`config.mk`:
```
export PLATFORM = sky130hd
export DESIGN_NAME = instruction_fetch_flat
export DESIGN_NICKNAME = d
export VERILOG_FILES = /design/src/rtl/instruction_fetch_if.sv /design/src/rtl/instruction_fetch.sv /design/src/flat_wrapper.sv
export SDC_FILE = /design/constraint.sdc
export NUM_CORES = 1
export LEC_CHECK = 0
export CORE_ASPECT_RATIO = 0.8
export CORE_UTILIZATION = 53
export DETAILED_ROUTE_END_ITERATION = 10
export PLACE_DENSITY = 0.73
export SETUP_SLACK_MARGIN = 0.3
export SYNTH_ARGS = -nofsm -noshare
export SYNTH_HDL_FRONTEND = slang
export SYNTH_SLANG_ARGS = --single-unit
```
`constraint.sdc`:
```
create_clock -name clk -period 4.5 [get_ports clk]
set_input_delay 0.9 -clock clk [delete_from_list [all_inputs] [get_ports clk]]
set_output_delay 0.9 -clock clk [all_outputs]
set_load 0.05 [all_outputs]
```
`src/rtl/instruction_fetch_if.sv`:
```
// Fetch-stage bus bundle: instruction-memory read port, decode handoff and redirect input.
// The master modport is the fetch unit; the slave modport is its environment.
interface instruction_fetch_if;
   logic        imem_req;
   logic [31:0] imem_addr;
   logic        imem_ack;
   logic [31:0] imem_rdata;
   logic        instr_valid;
   logic        instr_ready;
   logic [31:0] instruction;
   logic [31:0] pc_out;
   logic        redirect_valid;
   logic [31:0] redirect_pc;

   modport master (
      output imem_req, imem_addr, instr_valid, instruction, pc_out,
      input  imem_ack, imem_rdata, instr_ready, redirect_valid, redirect_pc
   );

   modport slave (
      input  imem_req, imem_addr, instr_valid, instruction, pc_out,
      output imem_ack, imem_rdata, instr_ready, redirect_valid, redirect_pc
   );
endinterface

```
`src/rtl/instruction_fetch.sv`:
```
// Instruction fetch: PC sequencer, single-outstanding memory requester and FWFT prefetch FIFO.
// Optional IFETCH_JUMP_PREDECODE_EN follows j-type jumps directly from the fetched word.
module instruction_fetch #(
   parameter int          DEPTH    = 4,
   parameter logic [31:0] RESET_PC = 32'h0000_0000
) (
   input logic                 clk,
   input logic                 rst,
   instruction_fetch_if.master bus
);
   localparam int AW = $clog2(DEPTH);

   typedef enum logic [1:0] {IDLE, REQ, DROP} state_t;

   state_t      state;
   logic [31:0] fetch_pc;
   logic [31:0] target_pc;
   logic        req_q;
   logic        valid_q;
   logic [31:0] head_word;
   logic [31:0] head_pc;

   logic [31:0] mem_word [DEPTH];
   logic [31:0] mem_pc   [DEPTH];
   logic [AW-1:0] wr_ptr;
   logic [AW-1:0] rd_ptr;
   logic [AW-1:0] rd_next;
   logic [AW:0]   count;
   logic [AW:0]   count_next;

   logic        flush;
   logic        push;
   logic        pop;
   logic        room;
   logic [31:0] redir_pc;
   logic [31:0] pc_plus4;
   logic [31:0] next_seq_pc;
   logic [31:0] next_word;
   logic [31:0] next_pc;

   // Redirect beats any pop or push this cycle; a push lands in the slot reserved at issue time.
   always_comb begin
      flush    = bus.redirect_valid;
      push     = bus.imem_ack && (state == REQ) && !flush;
      pop      = valid_q && bus.instr_ready && !flush;
      redir_pc = bus.redirect_pc & ~32'd3;
      pc_plus4 = fetch_pc + 32'd4;
      rd_next  = pop ? rd_ptr + AW'(1) : rd_ptr;

      count_next = count;
      if (push && !pop) begin
         count_next = count + (AW+1)'(1);
      end else if (!push && pop) begin
         count_next = count - (AW+1)'(1);
      end
      room = count_next < (AW+1)'(DEPTH);

      // The new head comes straight from memory when the FIFO was about to go empty.
      if (push && (wr_ptr == rd_next)) begin
         next_word = bus.imem_rdata;
         next_pc   = fetch_pc;
      end else begin
         next_word = mem_word[rd_next];
         next_pc   = mem_pc[rd_next];
      end

`ifdef IFETCH_JUMP_PREDECODE_EN
      if (bus.imem_rdata[31:26] == 6'h02) begin
         next_seq_pc = {pc_plus4[31:28], bus.imem_rdata[25:0], 2'b00};
      end else begin
         next_seq_pc = pc_plus4;
      end
`else
      next_seq_pc = pc_plus4;
`endif
   end

   always_ff @(posedge clk) begin
      if (push) begin
         mem_word[wr_ptr] <= bus.imem_rdata;
         mem_pc[wr_ptr]   <= fetch_pc;
      end
   end

   // Fetch FSM plus FIFO bookkeeping; head word/PC are registered and hold while empty.
   always_ff @(posedge clk or posedge rst) begin
      if (rst) begin
         state     <= IDLE;
         fetch_pc  <= RESET_PC;
         target_pc <= RESET_PC;
         req_q     <= 1'b0;
         valid_q   <= 1'b0;
         head_word <= 32'd0;
         head_pc   <= 32'd0;
         wr_ptr    <= '0;
         rd_ptr    <= '0;
         count     <= '0;
      end else begin
         if (flush) begin
            wr_ptr  <= '0;
            rd_ptr  <= '0;
            count   <= '0;
            valid_q <= 1'b0;
         end else begin
            if (push) begin
               wr_ptr <= wr_ptr + AW'(1);
            end
            rd_ptr  <= rd_next;
            count   <= count_next;
            valid_q <= (count_next != '0);
            if (count_next != '0) begin
               head_word <= next_word;
               head_pc   <= next_pc;
            end
         end

         case (state)
            IDLE: begin
               if (flush) begin
                  fetch_pc <= redir_pc;
                  state    <= REQ;
                  req_q    <= 1'b1;
               end else if (room) begin
                  state <= REQ;
                  req_q <= 1'b1;
               end
            end
            REQ: begin
               if (flush) begin
                  if (bus.imem_ack) begin
                     fetch_pc <= redir_pc;
                  end else begin
                     target_pc <= redir_pc;
                     state     <= DROP;
                  end
               end else if (bus.imem_ack) begin
                  fetch_pc <= next_seq_pc;
                  if (!room) begin
                     state <= IDLE;
                     req_q <= 1'b0;
                  end
               end
            end
            DROP: begin
               if (bus.imem_ack) begin
                  fetch_pc <= flush ? redir_pc : target_pc;
                  state    <= REQ;
               end else if (flush) begin
                  target_pc <= redir_pc;
               end
            end
            default: begin
               state <= IDLE;
               req_q <= 1'b0;
            end
         endcase
      end
   end

   assign bus.imem_req    = req_q;
   assign bus.imem_addr   = fetch_pc;
   assign bus.instr_valid = valid_q;
   assign bus.instruction = head_word;
   assign bus.pc_out      = head_pc;
endmodule
```
`src/flat_wrapper.sv`:
```
// flat-port wrapper written by rule: the top's interface ports become plain ports
module instruction_fetch_flat 
#(
   parameter int          DEPTH    = 4,
   parameter logic [31:0] RESET_PC = 32'h0000_0000
)
  (clk, rst, bus_imem_req, bus_imem_addr, bus_instr_valid, bus_instruction, bus_pc_out, bus_imem_ack, bus_imem_rdata, bus_instr_ready, bus_redirect_valid, bus_redirect_pc);
  instruction_fetch_if bus_i ();
  input logic clk;
  input logic rst;
  output wire logic [$bits(bus_i.imem_req)-1:0] bus_imem_req;
  output wire logic [$bits(bus_i.imem_addr)-1:0] bus_imem_addr;
  output wire logic [$bits(bus_i.instr_valid)-1:0] bus_instr_valid;
  output wire logic [$bits(bus_i.instruction)-1:0] bus_instruction;
  output wire logic [$bits(bus_i.pc_out)-1:0] bus_pc_out;
  input wire logic [$bits(bus_i.imem_ack)-1:0] bus_imem_ack;
  input wire logic [$bits(bus_i.imem_rdata)-1:0] bus_imem_rdata;
  input wire logic [$bits(bus_i.instr_ready)-1:0] bus_instr_ready;
  input wire logic [$bits(bus_i.redirect_valid)-1:0] bus_redirect_valid;
  input wire logic [$bits(bus_i.redirect_pc)-1:0] bus_redirect_pc;
  assign bus_imem_req = bus_i.imem_req;
  assign bus_imem_addr = bus_i.imem_addr;
  assign bus_instr_valid = bus_i.instr_valid;
  assign bus_instruction = bus_i.instruction;
  assign bus_pc_out = bus_i.pc_out;
  assign bus_i.imem_ack = bus_imem_ack;
  assign bus_i.imem_rdata = bus_imem_rdata;
  assign bus_i.instr_ready = bus_instr_ready;
  assign bus_i.redirect_valid = bus_redirect_valid;
  assign bus_i.redirect_pc = bus_redirect_pc;
  instruction_fetch #(.DEPTH(DEPTH), .RESET_PC(RESET_PC)) u_core (.clk(clk), .rst(rst), .bus(bus_i));
endmodule
```
---- Word-level counts from Yosys, hierarchy flattened ----
Memory sizes are Yosys's and may differ from the RTL's. A register that Yosys moved wholly into a read port is not among the register bits.
Index checks and enable logic that the tools add are counted.
cells by class
  add/subtract/negate cells ............... 5
  reduce and logical (&&, ||, !) cells .... 19
  muxes and demuxes ....................... 35
  order comparisons ....................... 1
  bitwise operators ....................... 2
  eq/ne operators ......................... 14
operators with widths
  kind                                                                 number
  32-bit two-way mux                                                   9
  32-bit case mux with 3 select lines                                  1
  32-bit case mux with 2 select lines                                  1
  32-bit by 3-bit adder with 32-bit output (second input constant)     1
  2-bit two-way mux                                                    11
  2-bit != test (second input constant)                                8
  5-bit AND reduction                                                  2
  3-bit two-way mux                                                    3
  3-bit != test (second input constant)                                3
  1-bit two-way mux                                                    8
  4-bit AND reduction                                                  2
  1-bit logical AND                                                    6
  2-bit case mux with 3 select lines                                   1
  3-bit nonzero test                                                   2
  2-bit by 1-bit adder with 2-bit output (second input constant)       2
  2-bit nonzero test                                                   2
  3-bit by 1-bit adder with 3-bit output (second input constant)       1
  1-bit logical NOT                                                    3
  3-bit < comparator (second input constant)                           1
  3-bit by 2-bit != test with 1-bit output (second input constant)     1
  1-bit case mux with 3 select lines                                   1
  3-bit by 1-bit subtractor with 3-bit output (second input constant)  1
  2-bit by 1-bit == test with 1-bit output (second input constant)     1
  2-bit == test (second input constant)                                1
  3 further kinds                                                      4
storage, ports and cells
  word-level logic and storage cells ...... 86
  memory bits (writable) .................. 256
  output and inout bits ................... 98
  memories kept ........................... 2
  flip-flop bits (word level) ............. 75
  input bits .............................. 69
memory list
  memory           words  width  rd ports  clocked after memory_dff  write ports  RTL line                 source
  u_core.mem_pc    4      32     1         1                         1            instruction_fetch.sv:24  logic [31:0] mem_pc [DEPTH];
  u_core.mem_word  4      32     1         1                         1            instruction_fetch.sv:23  logic [31:0] mem_word [DEPTH];

---- Depth between registers and ports, before layout ----
  word-level depth ........................ 12
  gate-level depth with buffers ........... 10
  mapped depth without buffers ............ 7

---- Least setup slack after synthesis ----
No wires, ideal clock.
  path kind ............................... input to register
  start ................................... input port bus_redirect_valid
  end ..................................... memory u_core.mem_pc[1][0], enable pin
  arrival ................................. 2.984 ns
  path buffers ............................ 1
  setup time .............................. 0.429 ns
  setup slack ............................. 1.087 ns
  stages .................................. 3
  data required time ...................... 4.071 ns
  path through ............................ nor2b_1 clkbuf_1 and3_1
between the ends
  word-level cells in the longest chain between the ends .. 4
RTL lines
  element                                  RTL line                 source
  from (decl)                              flat_wrapper.sv:19       input wire logic [$bits(bus_i.redirect_valid)-1:0] bus_redirect_valid;
  1-bit logical NOT                        instruction_fetch.sv:44  push = bus.imem_ack && (state == REQ) && !flush;
  1-bit logical AND                        instruction_fetch.sv:44
  1-bit two-way mux                        instruction_fetch.sv:79  if (push) begin
  1-bit two-way mux (implied by the code)  instruction_fetch.sv:81  mem_pc[wr_ptr] <= fetch_pc;
  to (decl)                                instruction_fetch.sv:24
Every way passes these cells.

---- Worst setup path in the final report ----
  start ................................... register u_core.valid_q (netlist: u_core.bus.instr_valid)
  end ..................................... output port bus_instr_valid
RTL lines
  element                 RTL line                  source
  from (decl)             instruction_fetch.sv:19   logic valid_q;
  from (signal assigned)  instruction_fetch.sv:110  valid_q <= (count_next != '0);
  to (decl)               flat_wrapper.sv:13        output wire logic [$bits(bus_i.instr_valid)-1:0] bus_instr_valid;
No word-level cell between the ends.

==> metrics.md <==
| Metric | Value |
|---|---|
| Clock power share | 0.216 |
| Clk_lat worst skew | approximately 560 ps |
| Final WL | ~60,000 um |
| CP max FO | 41 |
| Drt pass-1 iters | 6 |
| Crit path launch | u_core.bus.instr_valid$_DFF_PP0_ |
| Leak | ~9 nW |
| Post-route ant nets | 0 |
| FMAX | around 280 MHz |
| RSZ-0062 raised after global routing | no |
| Rel. slew slack | 0.0776 |
| Die ar. | around 40,000 um2 |
| CTS tree | yes |
| Cell count after synthesis | 1,856 |
| Final Max Tran Viols | 0 |
| Routed wire per std cell | 24.4 um |
| I/O Buffers | approximately 160 |
| CP delay by family, top | buffers and inverters |
| Ys flop type | edfxtp_1 |
| CP bufs+invs | 2 |
| Worst hold path class | reg -> reg |
| Post-synth EDFFs | 256 |
| Antenna Diode Count | 0 |
| Slew @ Worst Pin | 1370 ps |
| Vias/cell | 6.85 |
| Post-CTS resize count | 0 |
| Worst hold slack | about 490 ps |
| Worst Skew | between 30 and 40 ps |
| Nets@finish | 2,006 |
| Tcrit/Tclk final | 0.795 |
| Vias in the first global route | 16,100 |
| Sequential area share after synthesis | 0.538 |
| Final Hold Fails | 0 |
| Syn nets | around 1,900 |
| Reg2Reg Launch Point | u_core.bus.instr_valid$_DFF_PP0_ |
| Worst setup EP type | output port |
| CTS buffer count | 42 |
| Drt drc | 0 |
| Crit start category | flop |
| H-tree Lvls | 2 |
| GR Util All Layers | 0.295 |
| Routability cong. | slightly below 0.9 |
| Synth top area share | 0.370 |
| Ports | approximately 170 |
| Starting Density | 0.540 |
| GRT overflow | 0 |
| Required time worst endpoint | 3600 ps |
| Die Y | between 150 and 200 um |
| First-pass GRT wire length | 91,600 um |
| Detail Placement HPWL | 35,400 um |
| Max-capacitance violation count | 0 |
| Minimum clock period after layout | 3580 ps |
| Layout cells sized above 1 | 0.0995 |
| Sw Ratio | 0.424 |
| Flop pwr share | 0.353 |
| Max IR drop VDD | between 600 and 700 uV |
| Largest net degree at the start of global routing | between 100 and 150 |
| Initial antenna violation count | 1 |
| Core area | around 38,000 um2 |
| # rows | 64 |
| Root Buffer | clkbuf_16 |
| Status | completed |
| Synthesized cell area | about 21,000 um2 |
| Horiz. Die Dim | 223 um |
| Post-synth top area cell | edfxtp_1 |
| Critical-path cell list | buf_4, clkdlybuf4s50_1 |
| Via count | 16,800 |
| Unique masters post-synth | 70 |
| TNS Setup | 0 ps |
| Clock Sinks | 395 |
| Flops & latches, synth | between 300 and 400 |
| Worst EP arrival | roughly 2700 ps |
| Slowest CP cell | dfrtp_2 |
| # Post-CTS Setup Buffers | 0 |
| Critical Path Max Stage Delay | 920 ps |
| HP Start | u_core.target_pc[1]$_DFFE_PP0P_ |
| Clk buf depth | 3 |
| # setup viols final | 0 |
| Setup CP Type | reg -> out |
| Initial detailed-routing violation count | 2,155 |
| Net switching power | 6.81 mW |
| Logic pwr share | 0.431 |
| Syn Area/Cell | 11.2 um2 |
| Post-DP Area | 22,800 um2 |
| Internal power | 9.25 mW |
| Async set or reset register ratio after synthesis | 0.352 |
| Top post-synthesis cells by area | edfxtp_1 37%, dfrtp_1 17%, mux2i_1 4.2%, mux2_2 2.9%, clkbuf_1 2.8% |
| Worst-path clk slew | 60 ps |
| Hold buffers post-CTS | 0 |
| Pwr/cell area | between 600 and 700 nW/um2 |
| Synth warnings | 0 |
| Synth-to-Final Area Change | 16.6% |
| Fin area | 24,200 um2 |
worst paths after layout:
check                                                    endpoint  slack [ps]  cells after the start
setup reg to reg           u_core.bus.instruction[20]$_DFFE_PP0P_        1260                      6
hold reg to reg                   u_core.target_pc[1]$_DFFE_PP0P_         490                      1
setup / recovery                                  bus_instr_valid         920                      2
max in group asynchronous        u_core.bus.pc_out[4]$_DFFE_PP0P_        2800                      3
min in group asynchronous    u_core.bus.imem_addr[15]$_DFFE_PP0P_         850                      2
hold / removal                    u_core.target_pc[1]$_DFFE_PP0P_         490                      1
layout make-up:
| class | instances | area, um2 |
|---|---|---|
| fill | 2997 | 14200 |
| inverter | 90 | 342 |
| clock buffer | 61 | 1190 |
| tap | 495 | 619 |
| multi-input combinational | 1181 | 8540 |
| sequential | 395 | 11200 |
| timing repair buffer | 216 | 2160 |
| clock inverter | 16 | 174 |
sequential cells by signal, summed over array words and instances (netlist names):
register / count
u_core.count: 3
u_core.target_pc: 32
u_core.state: 2
u_core.bus.imem_req: 1
u_core.bus.instruction: 32
u_core.bus.pc_out: 32
u_core.mem_pc: 128
u_core.wr_ptr: 2
u_core.rd_ptr: 2
u_core.bus.instr_valid: 1
u_core.mem_word: 128
u_core.bus.imem_addr: 32
per-stage QoR:
stage                     utilization  cells  power [mW]  worst slack, ps
after floorplan                     -   1856        10.1             1090
after global placement          0.594   2377        12.4              942
after detailed placement        0.594   2377        12.5              920
after CTS                       0.630   2454        16.0              942
after global routing            0.630   2454        16.7              865
final                           0.630   2454        16.1              924
Yosys cell counts (5+ instances only):
cell	count
a21oi_1	81
nand3_1	79
clkbuf_1	154
xnor2_1	10
buf_4	5
a311oi_1	65
and4_1	6
inv_1	89
dfrtp_1	139
a32oi_1	10
a22oi_1	7
a22o_1	5
mux2i_1	88
nand4_1	9
a311o_1	46
nand2_1	132
and2_1	9
and4b_1	47
a31oi_1	6
mux2_2	53
ha_1	11
edfxtp_1	256
buf_1	12
and3_1	76
buf_2	18
nor3_1	12
o21ai_0	53
nor2_1	36
a211oi_1	50
or4_1	48
o31ai_1	50
a221oi_1	24
nand3b_1	65
o2bb2ai_1	24
o211ai_1	18
nor4_1	6
routing by layer:
metal,wire length (um),global-route usage
met1,25200,0.420
met3,5650,0.0482
met2,27400,0.464
met4,1470,0.0919
met5,7,0
placed cells by master, fill, tap and decap left out, drive strengths merged, types with 13 or more instances in the layout:
cell type and count:
edfxtp 256, clkdlybuf4s50 162, dfrtp 139, nand2 132, inv 91, mux2i 88
a21oi 82, nand3 80, and3 76, nand3b 65, a311oi 65, clkbuf 61
mux2 54, buf 54, o21ai 53, a211oi 50, o31ai 50, or4 49
and4b 47, a311o 46, nor2 36, a221oi 24, o2bb2ai 24, o211ai 19
nor3 13
cell families after synthesis:
logic type      Yosys count  synth area share
compound gates          467             0.168
xor+xnor                 13           0.00615
fa+ha+maj                11           0.00663
buf+inv                 280            0.0530
flops                   395             0.538
mux                     142            0.0717
simple gates            548             0.157
power groups by stage:
| stage | Sequential, mW | Clock (mW) | Combinational, mW |
|---|---|---|---|
| 3_3_place_gp | 5.67 | 0 | 6.71 |
| 6_report | 5.67 | 3.47 | 6.92 |
| 2_1_floorplan | 6.84 | 0 | 3.30 |
| 4_1_cts | 5.63 | 3.50 | 6.87 |
| 5_1_grt | 5.75 | 3.64 | 7.32 |
| 3_5_place_dp | 5.69 | 0 | 6.84 |
Power figures use the tool's default switching activity.
